## src/rtl/tdm_demux_4b.sv

```systemverilog
// Receive side of a time-multiplexed A/B word bus: pairs an SYNC-flagged A word
// with the following B word and presents them as registered QA/QB with a PAIR_VLD strobe.
module tdm_demux_4b #(
    parameter int WIDTH   = 4,
    parameter int TIMEOUT = 15
) (
    input  logic             CLK,
    input  logic             RST,
    input  logic             E_L,
    input  logic [WIDTH-1:0] D,
    input  logic             D_VLD,
    input  logic             SYNC,
    input  logic             ERR_CLR,
    output logic [WIDTH-1:0] QA,
    output logic [WIDTH-1:0] QB,
    output logic             PAIR_VLD,
    output logic             PHASE,
    output logic             ERR
);

    localparam int CNT_W = $clog2(TIMEOUT + 1);

    typedef enum logic {HUNT = 1'b0, WAIT_B = 1'b1} state_t;

    state_t             state_q, state_d;
    logic [WIDTH-1:0]   hold_q, qa_q, qb_q;
    logic [CNT_W-1:0]   cnt_q;
    logic               pair_vld_q, err_q;

    // D_VLD is a one-way valid with no backpressure: a word is consumed on any
    // rising CLK where E_L=0 and D_VLD=1, and is ignored otherwise.
    logic accept, timeout_hit, load_a, pair_done, err_set;

    assign accept      = !E_L && D_VLD;
    assign timeout_hit = (cnt_q == CNT_W'(TIMEOUT));
    assign load_a      = accept && SYNC;
    assign pair_done   = accept && !SYNC && (state_q == WAIT_B);
    assign err_set     = (accept && (state_q == HUNT) && !SYNC)
                       || (accept && (state_q == WAIT_B) && SYNC)
                       || (!E_L && !D_VLD && (state_q == WAIT_B) && timeout_hit);

    // State register
    always_ff @(posedge CLK or posedge RST) begin
        if (RST) state_q <= HUNT;
        else     state_q <= state_d;
    end

    // Next-state logic
    always_comb begin
        state_d = state_q;
        if (E_L) begin
            state_d = HUNT;
        end else begin
            case (state_q)
                HUNT:    if (accept && SYNC) state_d = WAIT_B;
                WAIT_B: begin
                    if (accept && !SYNC)            state_d = HUNT;
                    else if (!accept && timeout_hit) state_d = HUNT;
                end
                default: state_d = HUNT;
            endcase
        end
    end

    // Datapath and status registers
    always_ff @(posedge CLK or posedge RST) begin
        if (RST) begin
            hold_q     <= '0;
            qa_q       <= '0;
            qb_q       <= '0;
            cnt_q      <= '0;
            pair_vld_q <= 1'b0;
            err_q      <= 1'b0;
        end else begin
            if (load_a) hold_q <= D;
            if (pair_done) begin
                qa_q <= hold_q;
                qb_q <= D;
            end
            // Counter only advances while idling in WAIT_B; abort resets it, so it never wraps.
            if (E_L || (state_q == HUNT) || load_a || (state_d == HUNT))
                cnt_q <= '0;
            else
                cnt_q <= cnt_q + CNT_W'(1);
            pair_vld_q <= pair_done;
            err_q      <= err_set || (err_q && !ERR_CLR);
        end
    end

    // Output logic: stored pair is hidden, not lost, while disabled
    always_comb begin
        QA       = E_L ? '0 : qa_q;
        QB       = E_L ? '0 : qb_q;
        PAIR_VLD = !E_L && pair_vld_q;
        PHASE    = (state_q == WAIT_B);
        ERR      = err_q;
    end

endmodule

```

## config.mk

```make
export PLATFORM = sky130hd
export DESIGN_NAME = tdm_demux_4b
export DESIGN_NICKNAME = d
export VERILOG_FILES = /design/src/rtl/tdm_demux_4b.sv
export SDC_FILE = /design/constraint.sdc
export NUM_CORES = 1
export LEC_CHECK = 0
export CAP_MARGIN = 40
export CORE_ASPECT_RATIO = 0.9
export CORE_MARGIN = 4
export CORE_UTILIZATION = 32
export CTS_BUF_LIST = sky130_fd_sc_hd__clkbuf_2 sky130_fd_sc_hd__clkbuf_4 sky130_fd_sc_hd__clkbuf_8
export DETAILED_ROUTE_END_ITERATION = 10
export PLACE_DENSITY = 0.54
export SYNTH_ARGS = -nofsm -noshare
export SYNTH_HDL_FRONTEND = slang
export SYNTH_SLANG_ARGS = --single-unit
```

## constraint.sdc

```tcl
create_clock -name CLK -period 1.6 [get_ports CLK]
set_clock_uncertainty 0.1 [all_clocks]
set_input_delay 0.4 -clock CLK [delete_from_list [all_inputs] [get_ports CLK]]
set_output_delay 0.4 -clock CLK [all_outputs]
set_load 0.05 [all_outputs]
```

==> summary.txt <==
Status
  • Run status: finished clean

Timing
  • Worst Setup Slack, final: 0.03567 ns
  • RSZ-0062 raised after global routing: false
  • Worst-Margin Slew: 0.2347 ns
  • Final setup viols: 0
  • Fin crit period: 1.564 ns
  • Rel. slew slack: 84.35%
  • Max Slew Vio Count: 0
  • Maximum clock rate: 639.3 MHz
  • Final cycle utilization of the critical path: 97.77%
  • Fin. Hold Viols: 0

Synthesis
  • Commonest register cell after synthesis: dfrtp_1
  • Most area-consuming cells after synthesis: dfrtp_1, mux2_2, mux2_4
  • Mapped Cells: 64
  • Number of synthesized flops with an enable pin: 0
  • Number of synthesized register bits: 19
  • Post-synth ARST share: 100.0%
  • Unique masters post-synth: 22
  • Top-area cell type share of the netlist area: 56.97%
  • Mapped Nets: 75
  • Avg Inst Size Synth: 13.04 um2
  • Mapped cell area: 834.6 um2
  • Post-synth top area cell: dfrtp_1
  • Sequential share of the synthesized area: 56.97%
  • YS warnings: 0

Cells and area
  • # diodes: 0
  • Synthesis-to-finish area growth: 56.67%
  • Commonest cells after routing, fill and taps aside: dfrtp_1, buf_12, nor2b_4
  • Share of post-route cells with drive strength above 1: 46.15%
  • Commonest non-fill, non-tap cell in the layout: dfrtp_1
  • Fin util: 52.99%
  • # nets final: 103

Pwr
  • Maximum VDD drop: 666.4 uV
  • Power per cell area: 1037 nW/um2
  • Leakage: 0.0006135 uW

GRT
  • Vias in the first global route: 569
  • Met1 GRT Util: 13.17%
  • Met2 usage: 14.35%
  • GR Overflow Total: 0
  • GR peak layer: met2
  • Initial antenna violation count: 0
  • Global-route wire length before repair: 2.539 mm
  • Met3 GRT Util: 4.138%
  • Gr usage total: 9.812%
  • Largest net degree at the start of global routing: 20

Detailed routing
  • Drt wl/cell: 12.46 um
  • DRT Wirelength: 1.483 mm
  • Starting DRC count in detailed routing: 5
  • Drt via density: 4.639
  • First-pass DRT Iterations: 3
  • Drt drc: 0
  • Antenna viol nets, final: 0
  • Routed via count: 552

Placement
  • Post-DP HPWL: 1.143 mm
  • Port bufs: 20
  • Dpl ws: -0.3507 ns
  • Final GP Congestion: 0.6814

Floorplan
  • # IOs: 21
  • Initial core utilization: 33.82%
  • Die area: 3490 um2
  • Die W: 61.83 um
  • Die Y: 56.45 um
  • Core Region: 2467 um2
  • Cell Rows: 17

Clock tree
  • TritonCTS clock tree: yes
  • CTS buffer count: 3
  • CTS root buffer: clkbuf_4
  • Clock-pin slew on the worst setup and hold paths: 0.10 ns
  • Clk buf depth: 2
  • Clk sinks: 19
  • Hold buffer count at CTS: 0
  • Clk Latency, worst-skew pair: 0.29 ns
  • H-tree Lvls: 1

Critical path
  • Crit path max fanout: 5
  • Worst Setup End Kind: primary output
  • Worst Path Arrival: 1.06 ns
  • WS Path Type: input port to primary output
  • Required time worst endpoint: 1.10 ns
  • Reg2reg setup slack: 0.21 ns
  • CP startpoint kind: input port

Job
  • Number of max-cap violations: 0

Min path
  • Hold crit path type: input port to async pin
==> cells in the mapped netlist, types with 2 or more instances <==
library cell,count
nand2_1,3
nor2_1,3
nor2b_1,9
nand3_1,2
dfrtp_1,19
inv_1,3
mux2_2,6
mux2_1,2
mux2_4,4
==> final cells by class <==
type                    instances  area, um2
clock buffers                   4      30.03
fillers                       230       1160
inverters                       3      11.26
multi-input cells              39      395.4
flip-flops and latches         19      475.5
well taps                      28      35.03
repair buffers                 26      360.3
==> repair_timing <==
| item | in CTS | in global routing |
|---|---|---|
| resized for setup | 22 | 1 |
| endpoints found under the setup margin | 9 | 3 |
| buffers inserted | 0 | 0 |
==> final timing paths <==
path,endpoint,startpoint,cells past startpoint
hold reg to reg,cnt_q[0],cnt_q[0],1
hold / removal,qa_q[1],RST,3
min in group CLK,cnt_q[0],cnt_q[0],1
setup / recovery,QA[3],E_L,4
max in group asynchronous,qb_q[2],RST,3
setup reg to reg,ERR,cnt_q[0],4
==> critical path, cell delays in order <==
cell	delay, ns
clkdlybuf4s15_2	0.22
buf_4	0.18
nor2b_4	0.13
buf_12	0.14
==> metrics by stage <==
step	hold slack [ns]	instance area, um2	setup TNS (ns)	total power (uW)	instances
2_1_floorplan	0.2511	834.6	-1.772	842.1	64
3_3_place_gp	0.3589	1202	-6.847	1056	115
3_5_place_dp	0.3617	1202	-7.012	1064	115
4_1_cts	0.3224	1305	0	1374	119
5_1_grt	0.3482	1308	0	1418	119
6_report	0.3157	1308	0	1355	119
==> sequential cells by signal, indices dropped and copies added (netlist names) <==
name        flops
cnt_q           4
hold_q          4
qa_q            4
qb_q            4
ERR             1
PHASE           1
pair_vld_q      1
==> report_power, final <==
part / switching (uW) / internal (uW) / total, uW
clock: 140 / 114 / 254
combinational: 215 / 287 / 502
sequential: 41.2 / 557 / 599
==> kinds of logic after synthesis <==
family / count (synthesis) / synth area share (%)
AOI/OAI and AO/OA: 3 / 2.848
DFF: 19 / 56.97
buffers and inverters: 6 / 4.048
and+or+nand+nor: 21 / 14.54
muxes: 12 / 17.99
adders and majority gates: 1 / 1.499
xor gates and xnor gates: 2 / 2.099
==> routing by layer <==
layer,part of all wire [%],vias up,wire [um]
met2,49,12,725
met3,4.4,2,65
met5,0,-,0
met1,45,270,671
li1,-,268,-
met4,1.4,0,21
Power figures use the tool's default switching activity.
